[src/rtl/pcc_stream_acc.sv]
// -----------------------------------------------------------------------------
// pcc_stream_acc
//
// Streaming popcount comparator. Accepts frames of one or more beats, each
// carrying a positive and a negative feature vector. Running popcounts of both
// vectors (and a beat count) are accumulated with saturation. When the last
// beat of a frame is accepted, the final counts and the decision
// "pos >= neg" are latched into registered outputs and held until the
// consumer takes them.
//
// Optional build macro: PCC_THRESH_EN
//   When defined, a signed threshold input is added and the decision becomes
//   (pos - neg) >= thresh, evaluated signed in CNT_W+2 bits.
//
// Ports:
//   clk          clock, all state updates on rising edge
//   rst_n        asynchronous active-low reset
//   in_valid     beat offered
//   in_ready     block can accept a beat (high only while accumulating)
//   in_pos       positive bits of this beat          [POS_W]
//   in_neg       negative bits of this beat          [NEG_W]
//   in_last      beat is the final beat of its frame
//   out_valid    frame result available
//   out_ready    consumer takes the result
//   out_ge       decision for the frame
//   out_pos_cnt  final saturated positive count      [CNT_W]
//   out_neg_cnt  final saturated negative count      [CNT_W]
//   out_beats    beats in frame, saturated           [CNT_W]
//   out_sat      some counter clamped during the frame
//   thresh       signed threshold [CNT_W+1] (PCC_THRESH_EN only)
// -----------------------------------------------------------------------------
module pcc_stream_acc #(
   parameter int POS_W = 2,
   parameter int NEG_W = 6,
   parameter int CNT_W = 8
) (
   input  logic                    clk,
   input  logic                    rst_n,
   input  logic                    in_valid,
   output logic                    in_ready,
   input  logic [POS_W-1:0]        in_pos,
   input  logic [NEG_W-1:0]        in_neg,
   input  logic                    in_last,
   output logic                    out_valid,
   input  logic                    out_ready,
   output logic                    out_ge,
   output logic [CNT_W-1:0]        out_pos_cnt,
   output logic [CNT_W-1:0]        out_neg_cnt,
   output logic [CNT_W-1:0]        out_beats,
   output logic                    out_sat
`ifdef PCC_THRESH_EN
   ,
   input  logic signed [CNT_W:0]   thresh
`endif
);

   typedef enum logic {
      ST_ACC  = 1'b0,
      ST_DONE = 1'b1
   } state_t;

   state_t             state_q, state_d;
   logic [CNT_W-1:0]   acc_p_q, acc_p_d;
   logic [CNT_W-1:0]   acc_n_q, acc_n_d;
   logic [CNT_W-1:0]   beats_q, beats_d;
   logic               sat_q, sat_d;
   logic               out_valid_q, out_valid_d;
   logic               out_ge_q, out_ge_d;
   logic [CNT_W-1:0]   out_pos_q, out_pos_d;
   logic [CNT_W-1:0]   out_neg_q, out_neg_d;
   logic [CNT_W-1:0]   out_beats_q, out_beats_d;
   logic               out_sat_q, out_sat_d;

   logic               accept;
   logic [CNT_W-1:0]   pc_p, pc_n;
   logic [CNT_W:0]     sum_p, sum_n, sum_b;
   logic [CNT_W-1:0]   nxt_p, nxt_n, nxt_b;
   logic               nxt_sat;
   logic               decision;

   assign in_ready = (state_q == ST_ACC);
   assign accept   = in_valid && in_ready;

   // Popcounts of the current beat; CNT_W is wide enough for either vector.
   always_comb begin
      pc_p = '0;
      for (int i = 0; i < POS_W; i++) begin
         pc_p = pc_p + CNT_W'(in_pos[i]);
      end
      pc_n = '0;
      for (int i = 0; i < NEG_W; i++) begin
         pc_n = pc_n + CNT_W'(in_neg[i]);
      end
   end

   // Sums carry one extra bit; a set carry means the result must clamp.
   always_comb begin
      sum_p   = {1'b0, acc_p_q} + {1'b0, pc_p};
      sum_n   = {1'b0, acc_n_q} + {1'b0, pc_n};
      sum_b   = {1'b0, beats_q} + (CNT_W+1)'(1);
      nxt_p   = sum_p[CNT_W] ? '1 : sum_p[CNT_W-1:0];
      nxt_n   = sum_n[CNT_W] ? '1 : sum_n[CNT_W-1:0];
      nxt_b   = sum_b[CNT_W] ? '1 : sum_b[CNT_W-1:0];
      nxt_sat = sat_q | sum_p[CNT_W] | sum_n[CNT_W] | sum_b[CNT_W];
   end

`ifdef PCC_THRESH_EN
   // Two extra bits hold the full range of an unsigned difference, and the
   // threshold is sign-extended to the same width before comparing.
   logic signed [CNT_W+1:0] diff;
   logic signed [CNT_W+1:0] thresh_ext;
   always_comb begin
      diff       = $signed({2'b00, nxt_p}) - $signed({2'b00, nxt_n});
      thresh_ext = $signed({thresh[CNT_W], thresh});
      decision   = (diff >= thresh_ext);
   end
`else
   always_comb begin
      decision = (nxt_p >= nxt_n);
   end
`endif

   always_comb begin
      state_d     = state_q;
      acc_p_d     = acc_p_q;
      acc_n_d     = acc_n_q;
      beats_d     = beats_q;
      sat_d       = sat_q;
      out_valid_d = out_valid_q;
      out_ge_d    = out_ge_q;
      out_pos_d   = out_pos_q;
      out_neg_d   = out_neg_q;
      out_beats_d = out_beats_q;
      out_sat_d   = out_sat_q;
      case (state_q)
         ST_ACC: begin
            if (accept) begin
               if (in_last) begin
                  out_pos_d   = nxt_p;
                  out_neg_d   = nxt_n;
                  out_beats_d = nxt_b;
                  out_sat_d   = nxt_sat;
                  out_ge_d    = decision;
                  out_valid_d = 1'b1;
                  acc_p_d     = '0;
                  acc_n_d     = '0;
                  beats_d     = '0;
                  sat_d       = 1'b0;
                  state_d     = ST_DONE;
               end else begin
                  acc_p_d = nxt_p;
                  acc_n_d = nxt_n;
                  beats_d = nxt_b;
                  sat_d   = nxt_sat;
               end
            end
         end
         ST_DONE: begin
            // Result data stays in place after the handshake; only valid drops.
            if (out_ready) begin
               out_valid_d = 1'b0;
               state_d     = ST_ACC;
            end
         end
         default: state_d = ST_ACC;
      endcase
   end

   always_ff @(posedge clk or negedge rst_n) begin
      if (!rst_n) begin
         state_q     <= ST_ACC;
         acc_p_q     <= '0;
         acc_n_q     <= '0;
         beats_q     <= '0;
         sat_q       <= 1'b0;
         out_valid_q <= 1'b0;
         out_ge_q    <= 1'b0;
         out_pos_q   <= '0;
         out_neg_q   <= '0;
         out_beats_q <= '0;
         out_sat_q   <= 1'b0;
      end else begin
         state_q     <= state_d;
         acc_p_q     <= acc_p_d;
         acc_n_q     <= acc_n_d;
         beats_q     <= beats_d;
         sat_q       <= sat_d;
         out_valid_q <= out_valid_d;
         out_ge_q    <= out_ge_d;
         out_pos_q   <= out_pos_d;
         out_neg_q   <= out_neg_d;
         out_beats_q <= out_beats_d;
         out_sat_q   <= out_sat_d;
      end
   end

   assign out_valid   = out_valid_q;
   assign out_ge      = out_ge_q;
   assign out_pos_cnt = out_pos_q;
   assign out_neg_cnt = out_neg_q;
   assign out_beats   = out_beats_q;
   assign out_sat     = out_sat_q;

endmodule

[config.mk]
export PLATFORM = sky130hd
export DESIGN_NAME = pcc_stream_acc
export DESIGN_NICKNAME = d
export VERILOG_FILES = /design/src/rtl/pcc_stream_acc.sv
export SDC_FILE = /design/constraint.sdc
export NUM_CORES = 1
export LEC_CHECK = 0
export CORE_MARGIN = 1.5
export CORE_UTILIZATION = 58
export CTS_CLUSTER_DIAMETER = 60
export DETAILED_ROUTE_END_ITERATION = 7
export PLACE_DENSITY = 0.91
export SLEW_MARGIN = 20
export SYNTH_ARGS = -nofsm -noshare
export SYNTH_HDL_FRONTEND = slang
export SYNTH_SLANG_ARGS = --single-unit
[constraint.sdc]
create_clock -name clk -period 9.5 [get_ports clk]
set_input_delay 0.95 -clock clk [delete_from_list [all_inputs] [get_ports clk]]
set_output_delay 0.95 -clock clk [all_outputs]
set_load 0.1 [all_outputs]
# Word level (Yosys, flattened, before mapping)
# Cells that the tools add are included.
# totals
out_inout_bits	28
regBits	53
# classes
reduce_logical	4
order_cmp	1
bitwise	4
addsub	9
eq_ne	3
n_mux	15
# op_table
cell	n
two-way mux 8 bit	6
adder 8 x 1 -> 9 bit, second input constant	1
adder 8 x 2 -> 9 bit	1
adder 8 x 6 -> 9 bit	1
>= comparator 8 bit	1
two-way mux 1 bit	7
adder 5 x 1 -> 6 bit	1
AND reduction 3 bit	2
adder 4 x 1 -> 5 bit	1
adder 1 x 1 -> 2 bit	2
adder 3 x 1 -> 4 bit	1
!= test 2 x 1 -> 1 bit, second input constant	2
one-hot mux 1 bit (2 select lines)	2
adder 2 x 1 -> 3 bit	1
bitwise OR 1 bit	3
!= test 2 bit, second input constant	1
AND reduction 2 bit	1
logical AND 1 bit	1
inverter 1 bit	1

# Logic depth before layout (Yosys ltp)
# Gate-level depths: netlist of the first run.
# depth
word_depth	9
ltp_mapped	15
ltp_nobuf	15

# Worst setup path before layout of the first run
# No wires, ideal clock.
# synth_path
path_kind	in2reg
startpoint	input port in_neg[0]
endpoint	register out_ge_q, in the netlist out_ge
t_arrival_ns	4.379
stages	15
n_path_buf	0
t_required_ns	9.371
slack_ns	4.992
cell_sequence	fa_1 > inv_1 > fa_1 > fa_1 > inv_1 > fa_1 > a21o_2 > nand3_1 > nand2_1 > ha_1 > nand2b_1 > a21o_1 > maj3_2 > a2111oi_2 > nor2_1
# synth_between
elab_chain_len	8
# synth_lines
item	line	source
from (decl)	42	input logic [NEG_W-1:0] in_neg,
adder 1 x 1 -> 2 bit	92	pc_n = pc_n + CNT_W'(in_neg[i]);
adder 2 x 1 -> 3 bit	92	
adder 3 x 1 -> 4 bit	92	
adder 4 x 1 -> 5 bit	92	
adder 5 x 1 -> 6 bit	92	
adder 8 x 6 -> 9 bit	99	sum_n = {1'b0, acc_n_q} + {1'b0, pc_n};
two-way mux 8 bit	102	nxt_n = sum_n[CNT_W] ? '1 : sum_n[CNT_W-1:0];
via nxt_n[0]	77	logic [CNT_W-1:0] nxt_p, nxt_n, nxt_b;
>= comparator 8 bit	119	decision = (nxt_p >= nxt_n);
to (signal assigned)	189	out_ge_q <= out_ge_d;
to (decl)	68	logic out_ge_q, out_ge_d;
# The timed path passes the listed nets, and every way through them passes these cells.
# A chain may end at the register's enable or synchronous reset.

# Worst setup path after layout of the first run
# Same ends and word-level chain as after synthesis.

==> results.md, run 1 <==
- Status: finished clean
- Cell count after synthesis: 295
- Largest stage delay, worst path: 550 ps
- Wire length of the first global-routing pass: 10,030 um
- Cell chain of the critical path: clkdlybuf4s50_1 > fa_1 > inv_1 > fa_1 > fa_1 > inv_1 > fa_1 > a21o_2 > nand3_1 > nand2_1 > ha_1 > nand2b_1 > a21o_1 > maj3_2 > a2111oi_2 > nor2_1
- Average cell area after synthesis: 9.594 um2
- Share of cells above drive strength 1: 0.06667
- Maximum clock frequency: 204.2 MHz
- Maximum buffer depth of the clock tree: 2
- Wire length after detailed routing: 6073 um
- Part of the total power dissipated in the clock network: 0.151
- Overflow left after global routing: 0
- Placed standard-cell area: 3256 um2
- Total track usage: 0.2452
- Max-slew violation count: 0
- Multi-input gate area: 1379 um2
- Count of final setup violators: 0
- Overall die area: 5308 um2
- Unrepaired setup endpoints after global routing: false
- Max transition margin: 0.3064
- Clock Sink Count: 53
- CORE AREA: 4723 um2
- Effective utilization at floorplan: 0.5992
- Fin area: 3343 um2
- Kind of start point of the critical path: input pin
- Synth cell types: 46
- Number of antenna violations at the first check in global routing: 0
- Number of nets with antenna violations after detailed routing: 0
- Final-layout fill cell count: 364
- Kind of end point of the critical path: flip-flop
- Share of the synthesized area in the top cell type: 0.4686
- Die Span X: 72.86 um
- Arrival time at the worst endpoint: 5090 ps
- Die extent in y: 72.86 um
- Post-synthesis net count: 325
- Site Rows: 25
- Reported net switching power: 0.0004070 W
- Insertion delay of the later-clocked pin in the worst-skew pair: 310 ps
- Post-detailed-route via-to-cell ratio: 5.713
- Most used flip-flop cell after synthesis: sky130_fd_sc_hd__dfrtp_1
- Critical path class: input pin to flip-flop
- Violation count after the first detailed-route iteration: 224
- Total I/O pin count: 41
- Hold buffer count at cts: 0
- Via count: 2,268
- Number of enable flip-flop cells after synthesis: 0
- Router iterations before antenna repair: 7
- Part of the power in combinational logic: 0.502
- Post-synth top cells: sky130_fd_sc_hd__dfrtp_1, sky130_fd_sc_hd__nand2_1, sky130_fd_sc_hd__o21ai_0, sky130_fd_sc_hd__inv_1, sky130_fd_sc_hd__nor2_1
- Total number of H-tree levels: 2
- P&R area growth vs syn: 18.13%
- WL per Instance: 15.30 um
- PD cells: 253.3 nW/um2
- Fraction of power spent switching nets: 0.4806
- Proportion of synthesized chip area in sequential cells: 0.4686
- Number of warnings printed during yosys synthesis: 0
- Largest area contributor in the synthesized netlist: sky130_fd_sc_hd__dfrtp_1
- Required time worst endpoint: 9690 ps
- Maximum number of pins on one net before global-route repair: 54
- Setup slack of the most critical reg-to-reg path: 5870 ps
- Post-route clock skew: 6.941 ps
- Sequential share of power: 0.347
- Cell family with most CP delay: adder cells
- Max_cap viols: 0
- Flip-flop and latch area: 1326 um2
- Cell type of the slowest stage on the worst timing path: sky130_fd_sc_hd__fa_1
- Worst hold-check path type: flip-flop to flip-flop
- Leading post-synthesis cells by cell area: sky130_fd_sc_hd__dfrtp_1, sky130_fd_sc_hd__nand2_1, sky130_fd_sc_hd__o21ai_0, sky130_fd_sc_hd__ha_1, sky130_fd_sc_hd__fa_1
- CP Max Fanout: 5
- Number of antenna diodes: 0
- Final worst-path cycle share: 0.5156
- Residual DRC: 0
- Power Total: 0.0008469 W
- Final-layout worst hold slack: 483.8 ps
- Most used cell, CP: sky130_fd_sc_hd__fa_1
- Clock slew seen by the registers of the worst setup and hold paths: 90 ps
- Resized cells post-CTS: 0
- Number of clock buffers inserted by TritonCTS: 5
- Placed wire-length estimate: 4266 um
- Internal: 0.0004399 W
- Vias in the first global route: 2,219
- Gp weighted congestion: 0.9285
- Count leader, synth: sky130_fd_sc_hd__dfrtp_1
- Clock period minus final worst setup slack: 4898 ps
- Worst slew pin tran: 1040 ps
- Setup Fix Bufs, Post-CTS: 0
- Fraction of registers with async set or reset after synthesis: 1.000
- Final sum of negative setup slack: 0 ps
- Final count of hold timing violations: 0
- Number of buffers and inverters on the critical path: 3
- Layout net count: 359
- Root buffer selected by CTS: sky130_fd_sc_hd__clkbuf_8
- Leak Pwr: 1.527 nW
- Count of port buffers added during placement: 40
- Mapped cell area: 2830 um2
- Maximum VDD drop: 0.0001365 V
- CTS tree: done
- FF+latch count, synth: 53
[worst paths after layout]
kind                            cells after the start                         end                  startpoint
worst max-delay path                               16          out_ge$_DFFE_PN0P_                   in_neg[0]
worst min-delay path                                2  out_pos_cnt[1]$_DFFE_PN0P_  out_pos_cnt[1]$_DFFE_PN0P_
worst max register to register                     14          out_ge$_DFFE_PN0P_      acc_n_q[0]$_DFFE_PN0P_
worst min register to register                      2  out_pos_cnt[1]$_DFFE_PN0P_  out_pos_cnt[1]$_DFFE_PN0P_
max in group asynchronous                           2      acc_n_q[5]$_DFFE_PN0P_                       rst_n
min in group asynchronous                           2    out_beats[4]$_DFFE_PN0P_                       rst_n
[flip-flops by register name (all words and copies together), names as in the netlist]
name,flops
state_q,1
out_pos_cnt,8
acc_n_q,8
beats_q,8
out_sat,1
out_ge,1
acc_p_q,8
out_beats,8
out_neg_cnt,8
out_valid,1
sat_q,1
[power by group through the flow]
stage / clock network (W) / logic (W) / registers (W)
detailed placement: 0 / 0.000425 / 0.000297
global route: 0.000136 / 0.000454 / 0.000298
finish: 0.000128 / 0.000425 / 0.000294
CTS: 0.000128 / 0.000426 / 0.000293
global placement: 0 / 0.000413 / 0.000295
floorplan: 0 / 0.000158 / 0.000464
[area by class of cell]
class / count / share of cell area
flip-flops and latches: 53 / 0.3967
clock inverters: 2 / 0.004491
well taps: 67 / 0.02507
clock buffers: 6 / 0.02171
multi-input cells: 211 / 0.4124
inverters: 17 / 0.01909
repair buffers: 41 / 0.1205
[through the flow]
step           utilization  instances  worst slack [ps]
6_report            0.7078        397              4602
4_1_cts             0.7078        397              4589
2_1_floorplan            -        295              4992
3_3_place_gp        0.6893        389              4465
3_5_place_dp        0.6893        389              4229
5_1_grt             0.7078        397              4459
[cell usage in the layout, fill, tap and decap left out, drive strengths merged, types with 6 or more instances in the layout]
cell            n
nor2           17
a21oi          11
a31oi          12
o21ai          31
clkdlybuf4s50  39
ha             12
nand3           7
inv            17
clkbuf          6
dfrtp          53
nand2          47
mux2i           6
[routing by layer]
layer | vias to the layer above | global-route usage | share of wire
met1 | 1093 | 0.3182 | 0.44
met2 | 73 | 0.4230 | 0.49
met5 | - | 0 | 0
met3 | 11 | 0.03453 | 0.051
met4 | 0 | 0.08176 | 0.017
li1 | 1091 | - | -
[kinds of logic (layout without fill, tap and decap cells)]
kind of cell | count (synthesis) | in the layout | synth area share
adders and majority gates | 18 | 18 | 0.09240
muxes | 7 | 7 | 0.02520
AOI/OAI and AO/OA | 80 | 80 | 0.1830
xor gates and xnor gates | 9 | 9 | 0.02785
and+or+nand+nor | 97 | 97 | 0.1587
buffers and inverters | 31 | 66 | 0.04421
DFF | 53 | 53 | 0.4686
[worst min-delay path: stages (launching register included)]
cell	delay, ps
sky130_fd_sc_hd__dfrtp_1	350
sky130_fd_sc_hd__nand2_1	50
sky130_fd_sc_hd__o21ai_0	60
(Power assumes the default switching activity.)
==> inputs of run 2 (changes only) <==
CORE_UTILIZATION = 54   (was 58)
PLACE_DENSITY = 0.86   (was 0.91)
clock period = 4.87 ns   (was 9.5 ns; I/O delays follow)
==> run 2 against run 1 <==
Compared with the run above:
- flip-flop and latch count is the same
- global-route usage shrank 0.20 points
- hold slack lost 210 ps
- clock skew grew 6.2 ps
- power grew 100%
- clock power grew 150%
- register-to-register slack lost 4700 ps
- largest power group unchanged
==> results.md, run 2 (same netlist as run 1, synthesis figures left out) <==
- Router iterations before antenna repair: 5 (was 7)
- Fraction of power spent switching nets: 0.4633 (was 0.4806)
- Final count of hold timing violations: 0 (unchanged)
- Number of buffers and inverters on the critical path: 3 (unchanged)
- Reported net switching power: 0.0007992 W (was 0.0004070 W)
- P&R area growth vs syn: 19.41% (was 18.13%)
- Wire length after detailed routing: 6205 um (was 6073 um)
- PD cells: 510.4 nW/um2 (was 253.3 nW/um2)
- Insertion delay of the later-clocked pin in the worst-skew pair: 310 ps (about the same)
- Overall die area: 5684 um2 (was 5308 um2)
- CP Max Fanout: 5 (unchanged)
- Via count: 2,292 (was 2,268)
- Placed wire-length estimate: 4175 um (was 4266 um)
- Violation count after the first detailed-route iteration: 262 (was 224)
- Number of clock buffers inserted by TritonCTS: 5 (unchanged)
- Cell count after placement: 392 (was 389)
- Leak Pwr: 1.548 nW (was 1.527 nW)
- Most used cell, CP: sky130_fd_sc_hd__fa_1 (unchanged)
- Status: finished clean (unchanged)
- Cell chain of the critical path: clkdlybuf4s50_1 > fa_1 > inv_1 > fa_1 > fa_1 > inv_1 > fa_1 > a21o_2 > nand3_1 > nand2_1 > ha_1 > nand2b_1 > a21o_1 > maj3_2 > a2111oi_2 > nor2_1 (unchanged)
- Root buffer selected by CTS: sky130_fd_sc_hd__clkbuf_8 (unchanged)
- Multi-input gate area: 1379 um2 (unchanged)
- Part of the power in combinational logic: 0.487 (was 0.502)
- Number of nets with antenna violations after detailed routing: 0 (unchanged)
- Post-detailed-route via-to-cell ratio: 5.730 (was 5.713)
- Final-layout worst hold slack: 271.6 ps (was 483.8 ps)
- Number of antenna violations at the first check in global routing: 0 (unchanged)
- Flip-flop and latch area: 1326 um2 (unchanged)
- Critical path class: input pin to flip-flop (unchanged)
- Number of antenna diodes: 0 (unchanged)
- Final sum of negative setup slack: 0 ps (unchanged)
- Cell type of the slowest stage on the worst timing path: sky130_fd_sc_hd__fa_1 (unchanged)
- Die Span X: 75.40 um (was 72.86 um)
- CTS tree: done (unchanged)
- Final worst-path cycle share: 0.9208
- Max transition margin: 0.3292 (was 0.3064)
- Cell family with most CP delay: adder cells (unchanged)
- Hold buffer count at cts: 0 (unchanged)
- Largest stage delay, worst path: 560 ps (was 550 ps)
- Kind of end point of the critical path: flip-flop (unchanged)
- Most common library cell in the layout ignoring fill and taps: sky130_fd_sc_hd__dfrtp_1 (unchanged)
- Part of the total power dissipated in the clock network: 0.183 (was 0.151)
- Clock Sink Count: 53 (unchanged)
- Total I/O pin count: 41 (unchanged)
- Effective utilization at floorplan: 0.5577 (was 0.5992)
- Maximum clock frequency: 223.0 MHz
- Gp weighted congestion: 0.9134 (was 0.9285)
- Post-route clock skew: 13.14 ps (was 6.941 ps)
- Vias in the first global route: 2,190 (was 2,219)
- Number of cells on the worst reg-to-reg path: 14 (unchanged)
- Resized cells post-CTS: 0 (unchanged)
- Final-layout fill cell count: 432 (was 364)
- Commonest cells after routing, fill and taps aside: sky130_fd_sc_hd__dfrtp_1, sky130_fd_sc_hd__nand2_1, sky130_fd_sc_hd__clkdlybuf4s50_1 (unchanged)
- Required time worst endpoint: 5080 ps (was 9690 ps)
- Internal: 0.0009258 W (was 0.0004399 W)
- Site Rows: 26 (was 25)
- Clock slew seen by the registers of the worst setup and hold paths: 100 ps (was 90 ps)
- Post-Layout Cell Count: 400 (was 397)
- Unrepaired setup endpoints after global routing: false (unchanged)
- Die extent in y: 75.40 um (was 72.86 um)
- Clock period minus final worst setup slack: 4484 ps
- Total number of H-tree levels: 2 (unchanged)
- Max_cap viols: 0 (unchanged)
- Total number of cells along the worst setup path: 16 (unchanged)
- WL per Instance: 15.51 um (was 15.30 um)
- Max-slew violation count: 0 (unchanged)
- Wire length of the first global-routing pass: 10,390 um (was 10,030 um)
- Worst hold-check path type: input pin to async pin (was flip-flop to flip-flop)
- Count of port buffers added during placement: 40 (unchanged)
- Kind of start point of the critical path: input pin (unchanged)
- CORE AREA: 5075 um2 (was 4723 um2)
- Worst slew pin tran: 1003 ps (was 1040 ps)
- Layout net count: 359 (unchanged)
- Maximum buffer depth of the clock tree: 2 (unchanged)
- Count of final setup violators: 0 (unchanged)
- Maximum number of pins on one net before global-route repair: 54 (unchanged)
- Setup Fix Bufs, Post-CTS: 0 (unchanged)
- Total track usage: 0.2432 (was 0.2452)
- Overflow left after global routing: 0 (unchanged)
- Arrival time at the worst endpoint: 4690 ps (was 5090 ps)
- Residual DRC: 0 (unchanged)
- Maximum VDD drop: 0.0002729 V (was 0.0001365 V)
- Sequential share of power: 0.330 (was 0.347)
- Share of cells above drive strength 1: 0.06970 (was 0.06667)
## run 2: changes by cell type in the layout (fill, tap and decap cells not counted)
| cell | change |
|---|---|
| sky130_fd_sc_hd__and2_0 | -1 |
| sky130_fd_sc_hd__and2_1 | +1 |
| sky130_fd_sc_hd__bufinv_16 | +1 |
| sky130_fd_sc_hd__clkbuf_1 | -1 |
| sky130_fd_sc_hd__clkbuf_8 | +1 |
| sky130_fd_sc_hd__clkinvlp_4 | -1 |
## run 2: final timing paths
kind | from | endpoint | slack (ps)
worst min register to register | out_valid$_DFFE_PN0P_ | out_valid$_DFFE_PN0P_ | 480
min in group clk | out_valid$_DFFE_PN0P_ | out_valid$_DFFE_PN0P_ | 480
worst max-delay path | in_neg[0] | out_ge$_DFFE_PN0P_ | 390
worst max register to register | acc_n_q[0]$_DFFE_PN0P_ | out_ge$_DFFE_PN0P_ | 1210
worst min-delay path | rst_n | out_beats[3]$_DFFE_PN0P_ | 270
max in group asynchronous | rst_n | beats_q[5]$_DFFE_PN0P_ | 4130
## run 2: area by class of cell
type,instances,share of cell area
Multi-Input combinational cell,211,0.4080
Tap cell,70,0.02592
Clock inverter,2,0.01111
Inverter,17,0.01888
Sequential cell,53,0.3924
Clock buffer,6,0.02444
Timing Repair Buffer,41,0.1192
## run 2: power by group through the flow
stage / registers, W / clock network (W) / logic, W
finish: 0.000570 / 0.000316 / 0.000839
global placement: 0.000574 / 0 / 0.000807
floorplan: 0.000906 / 0 / 0.000308
detailed placement: 0.000579 / 0 / 0.000824
global route: 0.000581 / 0.000336 / 0.000895
CTS: 0.000570 / 0.000319 / 0.000841
## run 2: metrics by stage
| step | utilization | power [W] | setup slack [ps] | cell area (um2) |
|---|---|---|---|---|
| after floorplan | - | 0.001214 | 824.8 | 2830 |
| after global placement | 0.6423 | 0.001382 | 290.5 | 3259 |
| after detailed placement | 0.6423 | 0.001403 | 117.0 | 3259 |
| after CTS | 0.6659 | 0.001730 | 403.0 | 3379 |
| after global routing | 0.6659 | 0.001812 | 222.1 | 3379 |
| final | 0.6659 | 0.001725 | 385.8 | 3379 |
## run 2: metal layers
layer	routed length [um]	track usage	share of wire	up-vias
li1	-	-	-	1098
met1	2757	0.3195	0.44	1094
met2	2983	0.4064	0.48	87
met3	369	0.05159	0.059	13
met4	95	0.07540	0.015	0
met5	0	0	0	-
==> inputs of run 3 (changes only) <==
HOLD_SLACK_MARGIN = 0.08   (was default)
PLACE_DENSITY = 0.88   (was 0.86)
SLEW_MARGIN = default   (was 20)
==> run 3 against run 2 <==
Compared with the run above:
- utilization fell by 0.49 points
- wire length decreased by 2.7%
- setup slack gained 65 ps
- combinational power shrank 2%
- critical endpoint unchanged
- register-to-register slack improved by 40 ps
- non-clock buffer count grew 1
- global-route usage decreased by 0.27 points
==> results.md, run 3 (same netlist as run 1, synthesis figures left out) <==
- Status: finished clean (unchanged)
- Post-detailed-route via-to-cell ratio: 5.579 (was 5.730)
- Cell count after placement: 393 (was 392)
- Commonest cells after routing, fill and taps aside: sky130_fd_sc_hd__dfrtp_1, sky130_fd_sc_hd__nand2_1, sky130_fd_sc_hd__clkdlybuf4s50_1 (unchanged)
- Overflow left after global routing: 0 (unchanged)
- Number of antenna diodes: 0 (unchanged)
- Violation count after the first detailed-route iteration: 260 (was 262)
- Share of cells above drive strength 1: 0.06949 (was 0.06970)
- Required time worst endpoint: 5070 ps (was 5080 ps)
- Count of final setup violators: 0 (unchanged)
- Maximum buffer depth of the clock tree: 2 (unchanged)
- P&R area growth vs syn: 18.52% (was 19.41%)
- Maximum clock frequency: 226.3 MHz (was 223.0 MHz)
- Clock period minus final worst setup slack: 4419 ps (was 4484 ps)
- Count of port buffers added during placement: 40 (unchanged)
- Site Rows: 26 (unchanged)
- Maximum VDD drop: 0.0003028 V (was 0.0002729 V)
- CP Max Fanout: 5 (unchanged)
- Unrepaired setup endpoints after global routing: false (unchanged)
- Hold buffer count at cts: 0 (unchanged)
- Layout net count: 360 (was 359)
- Maximum number of pins on one net before global-route repair: 54 (unchanged)
- Leak Pwr: 1.532 nW (was 1.548 nW)
- Number of cells on the worst reg-to-reg path: 14 (unchanged)
- Post-route clock skew: 9.468 ps (was 13.14 ps)
- Wire length of the first global-routing pass: 10,300 um (was 10,390 um)
- Post-Layout Cell Count: 401 (was 400)
- Clock slew seen by the registers of the worst setup and hold paths: 100 ps (about the same)
- Final count of hold timing violations: 0 (unchanged)
- Final sum of negative setup slack: 0 ps (unchanged)
- Max_cap viols: 0 (unchanged)
- Effective utilization at floorplan: 0.5577 (unchanged)
- Total number of H-tree levels: 2 (unchanged)
- Die Span X: 75.40 um (unchanged)
- Clock Sink Count: 53 (unchanged)
- Insertion delay of the later-clocked pin in the worst-skew pair: 310 ps (about the same)
- Critical path class: input pin to flip-flop (unchanged)
- Most common library cell in the layout ignoring fill and taps: sky130_fd_sc_hd__dfrtp_1 (unchanged)
- Router iterations before antenna repair: 4 (was 5)
- Kind of end point of the critical path: flip-flop (unchanged)
- PD cells: 490.3 nW/um2 (was 510.4 nW/um2)
- Die extent in y: 75.40 um (unchanged)
- Vias in the first global route: 2,235 (was 2,190)
- WL per Instance: 15.06 um (was 15.51 um)
- Final worst-path cycle share: 0.9074 (was 0.9208)
- Number of nets with antenna violations after detailed routing: 0 (unchanged)
- Placed wire-length estimate: 4305 um (was 4175 um)
- CORE AREA: 5075 um2 (unchanged)
- Worst reg2reg endpoint: out_ge$_DFFE_PN0P_ (unchanged)
- Wire length after detailed routing: 6039 um (was 6205 um)
- Kind of start point of the critical path: input pin (unchanged)
- R2R Path Start: acc_n_q[0]$_DFFE_PN0P_ (unchanged)
- Max-slew violation count: 0 (unchanged)
- Max transition margin: 0.2820 (was 0.3292)
- Arrival time at the worst endpoint: 4610 ps (was 4690 ps)
- Worst hold-check path type: input pin to async pin (unchanged)
- Resized cells post-CTS: 0 (unchanged)
- Residual DRC: 0 (unchanged)
- Via count: 2,237 (was 2,292)
- Power Total: 0.001645 W (was 0.001725 W)
- Overall die area: 5684 um2 (unchanged)
- Number of antenna violations at the first check in global routing: 0 (unchanged)
- Gp weighted congestion: 0.8543 (was 0.9134)
- Number of clock buffers inserted by TritonCTS: 5 (unchanged)
- Setup Fix Bufs, Post-CTS: 0 (unchanged)
- CTS tree: done (unchanged)
- Total I/O pin count: 41 (unchanged)
- Setup slack of the most critical reg-to-reg path: 1250 ps (was 1210 ps)
- Final-layout fill cell count: 439 (was 432)
- Worst slew pin tran: 1076 ps (was 1003 ps)
- Root buffer selected by CTS: sky130_fd_sc_hd__clkbuf_8 (unchanged)
- Total track usage: 0.2406 (was 0.2432)
-- run 3: cell count changes in the layout (fill, tap and decap cells not counted), sizes merged --
cell,before,now
buf,2,3
bufinv,1,0
clkinvlp,1,2
-- run 3: area by class of cell --
| type | count | area, um2 | share of cell area |
|---|---|---|---|
| multi-input combinational | 211 | 1379 | 0.4110 |
| tap | 70 | 87.58 | 0.02611 |
| clock buffer | 6 | 72.57 | 0.02163 |
| timing repair buffer | 42 | 410.4 | 0.1223 |
| sequential | 53 | 1326 | 0.3954 |
| clock inverter | 2 | 15.01 | 0.004476 |
| inverter | 17 | 63.81 | 0.01902 |
-- run 3: metrics by stage --
stage | hold slack, ps | setup WS (ps) | utilization | instance area [um2]
after CTS | 301.1 | 449.7 | 0.6610 | 3354
after global routing | 340.1 | 290.5 | 0.6610 | 3354
after floorplan | 191.4 | 824.8 | - | 2830
after detailed placement | 461.8 | 114.8 | 0.6437 | 3267
final | 276.1 | 450.8 | 0.6610 | 3354
after global placement | 460.7 | 288.6 | 0.6437 | 3267
-- run 3: worst max-delay path: stages --
cell and delay [ps]:
sky130_fd_sc_hd__clkdlybuf4s50_1 440, sky130_fd_sc_hd__fa_1 550, sky130_fd_sc_hd__inv_1 60, sky130_fd_sc_hd__fa_1 490, sky130_fd_sc_hd__fa_1 200, sky130_fd_sc_hd__inv_1 60
sky130_fd_sc_hd__fa_1 430, sky130_fd_sc_hd__a21o_2 260, sky130_fd_sc_hd__nand3_1 170, sky130_fd_sc_hd__nand2_1 110, sky130_fd_sc_hd__ha_1 290, sky130_fd_sc_hd__nand2b_1 140
sky130_fd_sc_hd__a21o_1 180, sky130_fd_sc_hd__maj3_2 310, sky130_fd_sc_hd__a2111oi_2 350, sky130_fd_sc_hd__nor2_1 80
-- run 3: worst max path at each step --
stage          startpoint            endpoint  slack, ps
2_1_floorplan   in_neg[0]  out_ge$_DFFE_PN0P_        820
3_3_place_gp    in_neg[0]  out_ge$_DFFE_PN0P_        290
3_5_place_dp    in_neg[0]  out_ge$_DFFE_PN0P_        110
4_1_cts         in_neg[0]  out_ge$_DFFE_PN0P_        450
5_1_grt         in_neg[0]  out_ge$_DFFE_PN0P_        290
6_report        in_neg[0]  out_ge$_DFFE_PN0P_        450
-- run 3: per-layer routing --
metal / global-route usage / share of wire / up-vias
li1: - / - / 1097
met1: 0.3227 / 0.44 / 1069
met2: 0.4045 / 0.50 / 63
met3: 0.04365 / 0.046 / 8
met4: 0.06548 / 0.015 / 0
met5: 0 / 0 / -
-- run 3: power by group --
| part | internal (W) | switching (W) |
|---|---|---|
| combinational | 0.000244 | 0.000581 |
| sequential | 0.000513 | 0.0000584 |
| clock | 0.000102 | 0.000147 |
| total | 0.000858 | 0.000787 |
